===== src/rtl/huffman_codebook_gen.sv =====
// Iterative Huffman tree builder with canonical code assignment.
// The tree is built with one merge per cycle, then codes are swept with one symbol per cycle.
module huffman_codebook_gen #(
    parameter int NSYM    = 4,
    parameter int FREQ_W  = 8,
    parameter int MAX_LEN = 7,
    localparam int LEN_W  = $clog2(MAX_LEN + 1)
) (
    input  logic                    CLK,
    input  logic                    nRST,
    input  logic                    start,
    input  logic [NSYM*FREQ_W-1:0]  freq_in,
    output logic                    busy,
    output logic                    done,
    output logic                    err,
    output logic [NSYM*LEN_W-1:0]   code_len,
    output logic [NSYM*MAX_LEN-1:0] code
);

    localparam int IDX_W = $clog2(NSYM);
    localparam int WW    = FREQ_W + IDX_W;
    localparam int NW    = MAX_LEN + 1;

    typedef enum logic [1:0] {
        S_IDLE,
        S_MERGE,
        S_CANON,
        S_DONE
    } state_t;

    state_t             state_q, state_d;
    logic [WW-1:0]      weight_q [NSYM];
    logic [WW-1:0]      weight_d [NSYM];
    logic [NSYM-1:0]    active_q, active_d;
    logic [IDX_W-1:0]   group_q  [NSYM];
    logic [IDX_W-1:0]   group_d  [NSYM];
    logic [LEN_W-1:0]   len_q    [NSYM];
    logic [LEN_W-1:0]   len_d    [NSYM];
    logic               ovf_q, ovf_d;
    logic [LEN_W-1:0]   pass_q, pass_d;
    logic [IDX_W-1:0]   sym_q, sym_d;
    logic [NW-1:0]      nxt_q, nxt_d;
    logic [LEN_W-1:0]   clen_q   [NSYM];
    logic [LEN_W-1:0]   clen_d   [NSYM];
    logic [MAX_LEN-1:0] code_q   [NSYM];
    logic [MAX_LEN-1:0] code_d   [NSYM];
    logic               err_q, err_d;

    // Two-smallest search over the active entries; strict compare keeps the lowest index on ties.
    int unsigned        act_cnt;
    logic [IDX_W-1:0]   m1, m2;
    logic [WW-1:0]      w1, w2;
    logic               f1, f2;

    always_comb begin
        act_cnt = 0;
        m1 = '0;
        m2 = '0;
        w1 = '0;
        w2 = '0;
        f1 = 1'b0;
        f2 = 1'b0;
        for (int unsigned j = 0; j < NSYM; j++) begin
            if (active_q[j]) begin
                act_cnt = act_cnt + 1;
                if (!f1 || weight_q[j] < w1) begin
                    m1 = IDX_W'(j);
                    w1 = weight_q[j];
                    f1 = 1'b1;
                end
            end
        end
        for (int unsigned j = 0; j < NSYM; j++) begin
            if (active_q[j] && (IDX_W'(j) != m1) && (!f2 || weight_q[j] < w2)) begin
                m2 = IDX_W'(j);
                w2 = weight_q[j];
                f2 = 1'b1;
            end
        end
    end

    logic          hit;
    logic [NW-1:0] nxt_inc;

    always_comb begin
        state_d  = state_q;
        weight_d = weight_q;
        active_d = active_q;
        group_d  = group_q;
        len_d    = len_q;
        ovf_d    = ovf_q;
        pass_d   = pass_q;
        sym_d    = sym_q;
        nxt_d    = nxt_q;
        clen_d   = clen_q;
        code_d   = code_q;
        err_d    = err_q;
        hit      = 1'b0;
        nxt_inc  = '0;

        case (state_q)
            S_IDLE: begin
                if (start) begin
                    for (int unsigned j = 0; j < NSYM; j++) begin
                        weight_d[j] = WW'(freq_in[j*FREQ_W +: FREQ_W]);
                        active_d[j] = |freq_in[j*FREQ_W +: FREQ_W];
                        group_d[j]  = IDX_W'(j);
                        len_d[j]    = '0;
                        clen_d[j]   = '0;
                        code_d[j]   = '0;
                    end
                    ovf_d   = 1'b0;
                    err_d   = 1'b0;
                    pass_d  = LEN_W'(1);
                    sym_d   = '0;
                    nxt_d   = '0;
                    state_d = S_MERGE;
                end
            end

            S_MERGE: begin
                if (act_cnt >= 2) begin
                    weight_d[m1] = w1 + w2;
                    active_d[m2] = 1'b0;
                    for (int unsigned j = 0; j < NSYM; j++) begin
                        if (group_q[j] == m1 || group_q[j] == m2) begin
                            group_d[j] = m1;
                            if (len_q[j] == LEN_W'(MAX_LEN))
                                ovf_d = 1'b1;
                            else
                                len_d[j] = len_q[j] + 1'b1;
                        end
                    end
                end else begin
                    // A lone nonzero symbol still needs a one-bit code.
                    if (act_cnt == 1 && len_q[m1] == '0)
                        len_d[m1] = LEN_W'(1);
                    state_d = S_CANON;
                end
            end

            S_CANON: begin
                hit     = (len_q[sym_q] == pass_q);
                nxt_inc = nxt_q + NW'(hit);
                if (hit)
                    code_d[sym_q] = nxt_q[MAX_LEN-1:0];
                if (sym_q == IDX_W'(NSYM - 1)) begin
                    sym_d  = '0;
                    nxt_d  = nxt_inc << 1;
                    pass_d = pass_q + 1'b1;
                    if (pass_q == LEN_W'(MAX_LEN)) begin
                        state_d = S_DONE;
                        err_d   = ovf_q;
                        for (int unsigned j = 0; j < NSYM; j++) begin
                            clen_d[j] = ovf_q ? '0 : len_q[j];
                            if (ovf_q)
                                code_d[j] = '0;
                        end
                    end
                end else begin
                    sym_d = sym_q + 1'b1;
                    nxt_d = nxt_inc;
                end
            end

            S_DONE:  state_d = S_IDLE;
            default: state_d = S_IDLE;
        endcase
    end

    always_ff @(posedge CLK or negedge nRST) begin
        if (!nRST) begin
            state_q  <= S_IDLE;
            active_q <= '0;
            ovf_q    <= 1'b0;
            pass_q   <= '0;
            sym_q    <= '0;
            nxt_q    <= '0;
            err_q    <= 1'b0;
            for (int unsigned j = 0; j < NSYM; j++) begin
                weight_q[j] <= '0;
                group_q[j]  <= '0;
                len_q[j]    <= '0;
                clen_q[j]   <= '0;
                code_q[j]   <= '0;
            end
        end else begin
            state_q  <= state_d;
            active_q <= active_d;
            ovf_q    <= ovf_d;
            pass_q   <= pass_d;
            sym_q    <= sym_d;
            nxt_q    <= nxt_d;
            err_q    <= err_d;
            for (int unsigned j = 0; j < NSYM; j++) begin
                weight_q[j] <= weight_d[j];
                group_q[j]  <= group_d[j];
                len_q[j]    <= len_d[j];
                clen_q[j]   <= clen_d[j];
                code_q[j]   <= code_d[j];
            end
        end
    end

    assign busy = (state_q != S_IDLE);
    assign done = (state_q == S_DONE);
    assign err  = err_q;

    for (genvar g = 0; g < NSYM; g++) begin : g_pack
        assign code_len[g*LEN_W +: LEN_W]   = clen_q[g];
        assign code[g*MAX_LEN +: MAX_LEN]   = code_q[g];
    end

endmodule


===== config.mk =====
export PLATFORM = sky130hd
export DESIGN_NAME = huffman_codebook_gen
export DESIGN_NICKNAME = d
export VERILOG_FILES = /design/src/rtl/huffman_codebook_gen.sv
export SDC_FILE = /design/constraint.sdc
export NUM_CORES = 1
export LEC_CHECK = 0
export BUFFER_PORTS_ARGS = -buffer_cell sky130_fd_sc_hd__buf_2
export CORE_ASPECT_RATIO = 1.75
export CORE_UTILIZATION = 60
export CTS_CLUSTER_SIZE = 12
export DETAILED_ROUTE_END_ITERATION = 6
export PLACE_DENSITY = 0.83
export SLEW_MARGIN = 10
export SYNTH_ARGS = -nofsm -noshare
export SYNTH_HDL_FRONTEND = slang
export SYNTH_SLANG_ARGS = --single-unit

===== constraint.sdc =====
create_clock -name CLK -period 22.7 [get_ports CLK]
set_input_delay 0 -clock CLK [delete_from_list [all_inputs] [get_ports CLK]]
set_output_delay 0 -clock CLK [all_outputs]
set_load 0.1 [all_outputs]

==> run summary, run 1 <==
Status: finished clean
Final Critical Period: 18.12 ns
Crit share post-route: 79.80%
Worst hold slack: 0.003052 ns
Adder-Cell Fraction of Synth Area: 12.01%
CP max stage delay: 0.87 ns
EDFF count, synth: 0
Crit path required time: 23.04 ns
FFs w/ async S/R, synth: 100.0%
# Max-Cap Violations: 0
Hold path startpoint: freq_in[28]
Final HPWL DP: 22.81 mm
Hold Fails Final Rpt: 0
Vias in the first global route: 9,152
Final Non-Filler Cells: 1,362
Mux contribution to synthesized area: 1.966%
Number of synthesized register bits: 120
Ant. Diodes: 0
Post-Synth Simple-Gate Area: 18.28%
Core Util, Final: 71.35%
Yosys top cell area share: 32.54%
GRT overflow: 0
Largest family of logic cells by synthesized area: compound AO/OA/AOI/OAI gates
Final net count: 1,289
CP Launch Type: flip-flop
Primary FF master, synth: dfrtp_1
Skew final: 0.01305 ns
Core footprint: 14,910 sq um
Port-buffer cells: 77
Antenna violation net count after detailed routing: 0
Synthesized cell area: 9228 sq um
Synth top cells by count: 132 x nand2_1, 120 x dfrtp_1, 106 x nor2_1, 87 x ha_1
Placement Rows: 59
Vias: 9,205
Final setup vio count: 0
Net Count, Synth: 1,204
Seq/Total Area, Yosys: 32.54%
Slew Viols, Final: 0
Clock buffer depth: 2
Worst Path Arrival: 18.46 ns
Slew margin rel.: 14.31%
First-pass GRT wire length: 49.08 mm
Unrepaired setup endpoints after global routing: false
Top post-synthesis cells by area: dfrtp_1 33%, ha_1 12%, nand2_1 5.4%
Largest net degree at the start of global routing: 68
Setup Buffers After CTS: 0
DRT Pass-1 Iters: 6
Synth area leader: dfrtp_1
Crit path from: active_q[0]$_DFFE_PN0P_
Area Growth Syn to Fin: 15.30%
Buffer and inverter count on the worst path: 2
RePlAce Congestion: 1.055
YS warnings: 0
Reg clk slew, reported paths: 0.07 ns
Count leader, synth: nand2_1
Crit Path Class: reg -> reg
DR DRC count: 0
Most frequent CP cell: a21oi_1
Overall routing resource usage: 41.46%
R2r startpoint: active_q[0]$_DFFE_PN0P_
Mean routed wirelength per cell: 23.04 um
CTS Sinks: 120
Worst setup EP type: flip-flop
Worst-margin pin slew: 1.274 ns
Largest delay share family, worst path: compound AO/OA/AOI/OAI gates
Post-synthesis xor/xnor area fraction: 2.753%
Die height: 166.1 um
Die area: 15,900 sq um
Vias/cell: 6.758
IO Count: 78
R2R Setup Slk: 4.58 ns
Setup TNS: 0 ns
Dpl cells: 1,301
Initial antenna violation count: 0
CTS root buffer: clkbuf_16
Slowest cell on crit path: dfrtp_1
CP max FO: 27
Mapped Cells: 1,081
Post-synth cell types: 83
Die width: 95.75 um
Fmax: 55.20 MHz
Clk_lat worst skew: 0.43 ns
Iteration-0 DRC Markers: 740
CTS tree: yes
Total CTS buffers: 17
Avg Cell Area, Syn: 8.536 sq um
Post-CTS Hold Fix Bufs: 29
H-Tree Depth: 4
Synth Area in Compound Gates: 28.85%
Hold WC Path Type: in -> reg
Starting Density: 61.88%
Ratio of cells with drive above 1 in the final layout: 13.57%
Post_cts resized: 0
Drt total wl: 31.38 mm
-- layer usage --
metal  vias to the layer above  share of wire (%)  global-route usage [%]
li1                       4212                  -                       -
met1                      4335                 35                   43.69
met2                       471                 49                   67.61
met3                       187                6.9                   8.516
met4                         0                 10                   36.66
met5                         -                  0                       0
-- worst paths after layout --
check / endpoint / cells past startpoint
worst max-delay path: weight_q[27]$_DFFE_PN0P_ / 66
worst min-delay path: weight_q[4]$_DFFE_PN0P_ / 4
worst max register to register: weight_q[27]$_DFFE_PN0P_ / 66
worst min register to register: code[3]$_DFFE_PN0P_ / 1
max in group asynchronous: len_q[5]$_DFFE_PN0P_ / 3
min in group asynchronous: active_q[0]$_DFFE_PN0P_ / 2
-- tightest hold or removal path, cell delays in order --
cell     delay [ns]
buf_2          0.07
inv_1          0.04
o22ai_1        0.14
a22o_1         0.14
-- registers in the layout, indices dropped and copies added (netlist names) --
register	flops
state_q	2
code_len	12
code	28
sym_q	2
nxt_q	7
err	1
len_q	12
active_q	4
pass_q	3
weight_q	40
group_q	8
ovf_q	1
-- layout make-up --
type | count | area [sq um]
clock buffer | 17 | 425.4
clock inverter | 15 | 182.7
fill | 1199 | 4273
inverter | 36 | 135.1
multi-input combinational | 874 | 5903
sequential | 120 | 3003
tap | 183 | 229.0
timing repair buffer | 117 | 760.7
-- kinds of logic after synthesis --
group,Yosys count
xor gates and xnor gates,29
buffers and inverters,87
AOI/OAI and AO/OA,382
adders and majority gates,88
DFF,120
and+or+nand+nor,361
muxes,14
-- cell usage in the layout (no fill, tap or decap), types with 12 or more instances in the layout --
master / n
a21o_1: 25
buf_2: 76
a21oi_1: 86
nor3_1: 14
o211ai_1: 14
a22o_1: 54
nand2_1: 132
nor2_1: 106
nand4_1: 15
nand3_1: 25
dfrtp_1: 120
nor4_1: 15
dlygate4sd3_1: 29
o21ai_0: 86
clkbuf_16: 17
ha_1: 87
inv_1: 35
a31oi_1: 13
buf_4: 12
xnor2_1: 16
xor2_1: 13
-- through the flow --
step | worst slack [ns] | cell area (sq um)
6_report | 4.585 | 10640
5_1_grt | 3.018 | 10640
3_3_place_gp | 5.324 | 9736
3_5_place_dp | 4.919 | 9736
2_1_floorplan | 7.089 | 9228
4_1_cts | 4.879 | 10630
Power of run 1 is not shown: default switching activity piles up to over one toggle a cycle in this logic, so the estimate is an artifact.
==> inputs of run 2 (changes only) <==
Settings changed: ABC_AREA set to 1, CORE_UTILIZATION 60 to 55, PLACE_DENSITY 0.83 to 0.8.
Clock period 22.7 ns to 16.5 ns, I/O delays scaled along.
==> run 2 against run 1 <==
Routed wire length down 11%; fmax grew 33%; clock-buffer cell count is 3 higher; critical path type unchanged.
==> run summary, run 2 <==
Avg Cell Area, Syn: 7.172 sq um (-16%)
Mapped Cells: 1,263 (+17%)
CP max FO: 28 (+3.7%)
Overall routing resource usage: 34.26% (-7.2 points)
Top post-synthesis cells by area: dfrtp_1 33%, nand2_1 14%, ha_1 12%
Primary FF master, synth: dfrtp_1
Fmax: 73.55 MHz (+33%)
Worst Path Arrival: 13.89 ns (-4.57 ns)
DRT Pass-1 Iters: 7 (+1)
Final setup vio count: 0 (unchanged)
Reg clk slew, reported paths: 0.06 ns (about the same)
Count leader, synth: nand2_1
Fin area: 10,530 sq um (-0.99%)
Die area: 17,010 sq um (+7.0%)
Hold Fails Final Rpt: 0 (unchanged)
Largest register by flop count: weight_q
Crit path depth: 86 (+30%)
Die height: 171.8 um (+3.4%)
Clk_lat worst skew: 0.43 ns (about the same)
Synth top cells by count: 343 x nand2_1, 157 x inv_1, 120 x dfrtp_1, 118 x nor2_1, 116 x o21ai_0
Buffer and inverter count on the worst path: 7 (+5)
Clock buffer depth: 2 (unchanged)
Final net count: 1,478 (+15%)
Vias in the first global route: 8,988 (-1.8%)
Mean routed wirelength per cell: 18.00 um (-22%)
Hold WC Path Type: in -> reg
Total CTS buffers: 17 (unchanged)
Largest delay share family, worst path: simple AND/OR/NAND/NOR gates
Largest net degree at the start of global routing: 70 (+2.9%)
Dpl ws: 3.212 ns (-1.707 ns)
Ratio of cells with drive above 1 in the final layout: 11.84% (-1.7 points)
CP Launch Type: flip-flop
Die width: 99.02 um (+3.4%)
Setup TNS: 0 ns (unchanged)
YS warnings: 0 (unchanged)
Most frequent CP cell: nand2_1
Worst setup EP type: flip-flop
Final HPWL DP: 20.71 mm (-9.2%)
First-pass GRT wire length: 44.33 mm (-9.7%)
Post_cts resized: 0 (unchanged)
CP max stage delay: 0.70 ns (-0.17 ns)
Seq/Total Area, Yosys: 33.15% (+0.61 points)
Fill cell count: 1,454 (+21%)
Vias: 9,180 (-0.27%)
Skew final: 0.009640 ns (-0.003409 ns)
GRT overflow: 0 (unchanged)
Max FFs per register: 40 (unchanged)
Most frequent cells in the layout: 343 x nand2_1, 157 x inv_1, 120 x dfrtp_1
Slowest cell on crit path: dfrtp_1
Status: finished clean
Number of synthesized register bits: 120 (unchanged)
Unrepaired setup endpoints after global routing: false
Hold Crit Depth: 4 (unchanged)
Starting Density: 56.52% (-5.4 points)
Placement Rows: 61 (+3.4%)
Synthesized cell area: 9059 sq um (-1.8%)
Final Critical Period: 13.60 ns (-4.519 ns)
Setup Buffers After CTS: 0 (unchanged)
FFs w/ async S/R, synth: 100.0% (unchanged)
Slew margin rel.: 22.80% (+8.5 points)
Area Growth Syn to Fin: 16.29%
Antenna violation net count after detailed routing: 0 (unchanged)
Crit share post-route: 82.40% (+2.6 points)
R2R depth: 86 (+30%)
Crit path required time: 16.80 ns (-6.24 ns)
Net Count, Synth: 1,386 (+15%)
Synth area leader: dfrtp_1
Vias/cell: 5.896 (-13%)
DR DRC count: 0 (unchanged)
Drt total wl: 28.02 mm (-11%)
H-Tree Depth: 4 (unchanged)
RePlAce Congestion: 1.020 (-3.3%)
Crit Path Class: reg -> reg
Final Non-Filler Cells: 1,557 (+14%)
IO Count: 78 (unchanged)
CTS root buffer: clkbuf_16
Post-synth cell types: 50 (-40%)
# Max-Cap Violations: 0 (unchanged)
Initial antenna violation count: 0 (unchanged)
Ant. Diodes: 0 (unchanged)
Dpl cells: 1,493 (+15%)
Iteration-0 DRC Markers: 592 (-20%)
Slew Viols, Final: 0 (unchanged)
Core footprint: 16,030 sq um (+7.5%)
CTS tree: yes
DP Area: 9559 sq um (-1.8%)
Worst-margin pin slew: 1.157 ns (-0.1170 ns)
Worst setup margin: 2.904 ns (-1.681 ns)
Port-buffer cells: 77 (unchanged)
EDFF count, synth: 0 (unchanged)
CTS Sinks: 120 (unchanged)
Most common cell after layout, fill and taps aside: nand2_1
Yosys top cell area share: 33.15% (+0.61 points)
run 2: cell types whose count changed after synthesis, moves of 18 or more:
cell	change
a21oi_1	-47
a22o_1	-54
a21o_1	-24
nand2_1	+211
inv_1	+122
o31ai_1	+22
o21ai_0	+30
o22ai_1	+18
run 2: cell families after synthesis:
family | synth area share, %
adders and majority gates | 12.24
and+or+nand+nor | 25.83
xor gates and xnor gates | 1.160
buffers and inverters | 8.867
DFF | 33.15
AOI/OAI and AO/OA | 18.76
run 2: timing repair:
| item | in CTS | in global routing |
|---|---|---|
| endpoints found under the setup margin | 0 | 0 |
| hold endpoints to repair | 85 | 0 |
| hold buffers | 32 | 0 |
run 2: routing by layer:
layer | global-route usage, % | vias up | part of all wire [%]
li1 | - | 4376 | -
met1 | 34.21 | 4255 | 35
met2 | 62.18 | 399 | 51
met3 | 5.729 | 150 | 5.2
met4 | 27.58 | 0 | 8.4
met5 | 0 | - | 0
run 2: stage by stage:
step	utilization (%)	hold WS, ns
after detailed placement	59.64	0.09462
after CTS	65.72	0.02192
after global routing	65.72	0.08532
after floorplan	-	-0.2956
final	65.72	0.02986
after global placement	59.64	0.08619
run 2: worst paths after layout:
kind / to / startpoint / slack [ns]
hold reg to reg: code_len[11]$_DFFE_PN0P_ / code_len[11]$_DFFE_PN0P_ / 0.48
hold / removal: sym_q[1]$_DFFE_PN0P_ / start / 0.03
max in group asynchronous: len_q[5]$_DFFE_PN0P_ / nRST / 14.97
min in group asynchronous: code[17]$_DFFE_PN0P_ / nRST / 0.15
setup / recovery: weight_q[19]$_DFFE_PN0P_ / active_q[0]$_DFFE_PN0P_ / 2.90
setup reg to reg: weight_q[19]$_DFFE_PN0P_ / active_q[0]$_DFFE_PN0P_ / 2.90
run 2: cell type report:
type                            count  area [sq um]  share of cell area [%]
Multi-Input combinational cell    935          5253                   49.86
Timing Repair Buffer              116         760.7                   7.222
Sequential cell                   120          3003                   28.51
Tap cell                          189         236.5                   2.245
Clock inverter                     12         187.7                   1.782
Clock buffer                       20         466.7                   4.430
Inverter                          165         626.9                   5.951
run 2: worst min-delay path: stages:
cell and delay (ns):
buf_2 0.10, nand2_1 0.07, nand2_1 0.14, o21ai_0 0.10
Power of run 2 is left out for the same reason.
==> inputs of run 3 (changes only) <==
Settings changed: ABC_AREA 1 to 0, CORE_UTILIZATION 55 to 60, PLACE_DENSITY 0.8 to 0.83.
Clock period 16.5 ns to 13.3 ns, I/O delays scaled along.
==> run 3 against run 2 <==
The flow now finishes with violations (design-rule violations, negative hold slack, negative setup slack); final cell count decreased by 4.5%; clock skew increased by 0.0046 ns; non-clock buffer count increased by 126; register-to-register slack got worse by 3.3 ns; critical path depth decreased by 17; via count increased by 16%; die area decreased by 6.5%; setup slack got worse by 3.3 ns.
==> run summary, run 3 (synthesis results as in run 1) <==
Crit path depth: 69 (-20%)
RePlAce Congestion: 1.043 (+2.3%)
Crit share post-route: 103.2% (+21 points)
Crit path from: active_q[0]$_DFFE_PN0P_
Vias in the first global route: 9,838 (+9.5%)
Die height: 166.1 um (-3.3%)
Ratio of cells with drive above 1 in the final layout: 30.67% (+19 points)
Hold Fails Final Rpt: 2 (+2)
Mean routed wirelength per cell: 25.82 um (+43%)
Die area: 15,900 sq um (-6.5%)
DRT Pass-1 Iters: 7 (unchanged)
CP max stage delay: 0.47 ns (-0.23 ns)
First-pass GRT wire length: 51.28 mm (+16%)
Most common cell after layout, fill and taps aside: buf_4
Hold WC Path Type: in -> reg
Worst-margin pin slew: 1.151 ns (-0.006091 ns)
Largest register by flop count: weight_q
Ant. Diodes: 0 (unchanged)
CP Launch Type: flip-flop
Port-buffer cells: 77 (unchanged)
Failing checks: design-rule violations, negative hold slack, negative setup slack
Setup TNS: -5.424 ns (-5.424 ns)
DR DRC count: 17 (+17)
Total CTS buffers: 17 (unchanged)
Worst hold slack: -0.01233 ns (-0.04219 ns)
Core footprint: 14,910 sq um (-7.0%)
Antenna violation net count after detailed routing: 0 (unchanged)
Buffer and inverter count on the worst path: 12 (+5)
Critical Path End: weight_q[18]$_DFFE_PN0P_
Drt total wl: 38.40 mm (+37%)
Crit Path Class: reg -> reg
Worst Path Arrival: 14.08 ns (+0.19 ns)
Final setup vio count: 23 (+23)
R2r startpoint: active_q[0]$_DFFE_PN0P_
Clock buffer depth: 2 (unchanged)
Max FFs per register: 40 (unchanged)
# Max-Cap Violations: 0 (unchanged)
Area Growth Syn to Fin: 36.04%
Slew Viols, Final: 0 (unchanged)
Largest delay share family, worst path: compound AO/OA/AOI/OAI gates
GRT overflow: 0 (unchanged)
CTS root buffer: clkbuf_16
Reg clk slew, reported paths: 0.07 ns (about the same)
Clk_lat worst skew: 0.44 ns (about the same)
CTS tree: yes
Hold Crit Depth: 4 (unchanged)
H-Tree Depth: 4 (unchanged)
Largest net degree at the start of global routing: 68 (-2.9%)
CP max FO: 12 (-57%)
Final HPWL DP: 24.18 mm (+17%)
CTS Sinks: 120 (unchanged)
Unrepaired setup endpoints after global routing: true
R2R Setup Slk: -0.43 ns (-3.33 ns)
Skew final: 0.01422 ns (+0.004576 ns)
Overall routing resource usage: 43.28% (+9.0 points)
Slowest cell on crit path: dfrtp_2
Status: finished with violations
Worst setup margin: -0.4285 ns (-3.333 ns)
Initial antenna violation count: 0 (unchanged)
Dpl ws: -0.1100 ns (-3.322 ns)
Fmax: 72.84 MHz (-0.97%)
Die width: 95.75 um (-3.3%)
R2r endpoint: weight_q[18]$_DFFE_PN0P_
IO Count: 78 (unchanged)
Iteration-0 DRC Markers: 1,154 (+95%)
Vias: 10.66k (+16%)
Crit path required time: 13.65 ns (-3.15 ns)
Vias/cell: 7.169 (+22%)
Slew margin rel.: 22.70% (-0.099 points)
Most frequent cells in the layout: 123 x buf_4, 119 x dfrtp_1, 117 x nand2_1
Placement Rows: 59 (-3.3%)
Starting Density: 61.88% (+5.4 points)
R2R depth: 69 (-20%)
Worst setup EP type: flip-flop
Final Critical Period: 13.73 ns (+0.1328 ns)
Final net count: 1,414 (-4.3%)
-- run 3: cell types whose count changed in the layout (fill, tap and decap cells not counted), moves of 23 or more --
cell / before / now
a21o_1: 1 / 25
a21oi_2: 0 / 24
a22o_1: 0 / 54
buf_4: 8 / 123
ha_1: 87 / 63
inv_1: 157 / 35
nand2_1: 343 / 117
nor2_1: 118 / 95
o21ai_0: 116 / 67
o31ai_1: 32 / 9
-- run 3: worst min-delay path by stage --
stage           startpoint                      end  slack [ns]
6_report       freq_in[31]  weight_q[7]$_DFFE_PN0P_       -0.01
5_1_grt        freq_in[29]  weight_q[5]$_DFFE_PN0P_        0.02
4_1_cts        freq_in[30]  weight_q[6]$_DFFE_PN0P_       0.004
3_5_place_dp          nRST     code[18]$_DFFE_PN0P_        0.08
3_3_place_gp          nRST     code[18]$_DFFE_PN0P_        0.08
2_1_floorplan         nRST  active_q[0]$_DFFE_PN0P_       -0.30
-- run 3: worst reg2reg max path: cells and delay by family, from the launching register on --
kind	cells	cell delay, ns
adders and majority gates	8	1.94
AOI/OAI and AO/OA	27	5.67
xor gates and xnor gates	1	0.13
buffers and inverters	12	1.90
DFF	1	0.47
and+or+nand+nor	21	3.50
-- run 3: area by class of cell --
type / instances / area [sq um]
clock buffers: 17 / 425.4
well taps: 183 / 229.0
inverters: 36 / 135.1
repair buffers: 242 / 1798
flip-flops and latches: 120 / 3004
multi-input cells: 874 / 6807
clock inverters: 15 / 155.1
fillers: 840 / 2359
-- run 3: per-stage QoR --
step           cell area, sq um  util [%]  cells
2_1_floorplan              9638         -   1081
3_3_place_gp              10640     71.37   1384
3_5_place_dp              10640     71.37   1384
4_1_cts                   11610     77.83   1449
5_1_grt                   12550     84.18   1487
6_report                  12550     84.18   1487
-- run 3: what timing repair did --
action	4_1_cts	5_1_grt
pin swaps	4	55
gates cloned	0	1
hold buffers	30	0
resized for setup	10	126
endpoints found under the hold margin	85	0
setup buffers	3	37
setup endpoints to repair	16	56
-- run 3: routing by layer --
metal	vias to the layer above	global-route usage, %	share of wire (%)
li1	4463	-	-
met1	4962	44.99	32
met2	874	70.65	45
met3	361	7.372	10
met4	0	41.60	13
met5	-	0	0
Power of run 3 is left out for the same reason.
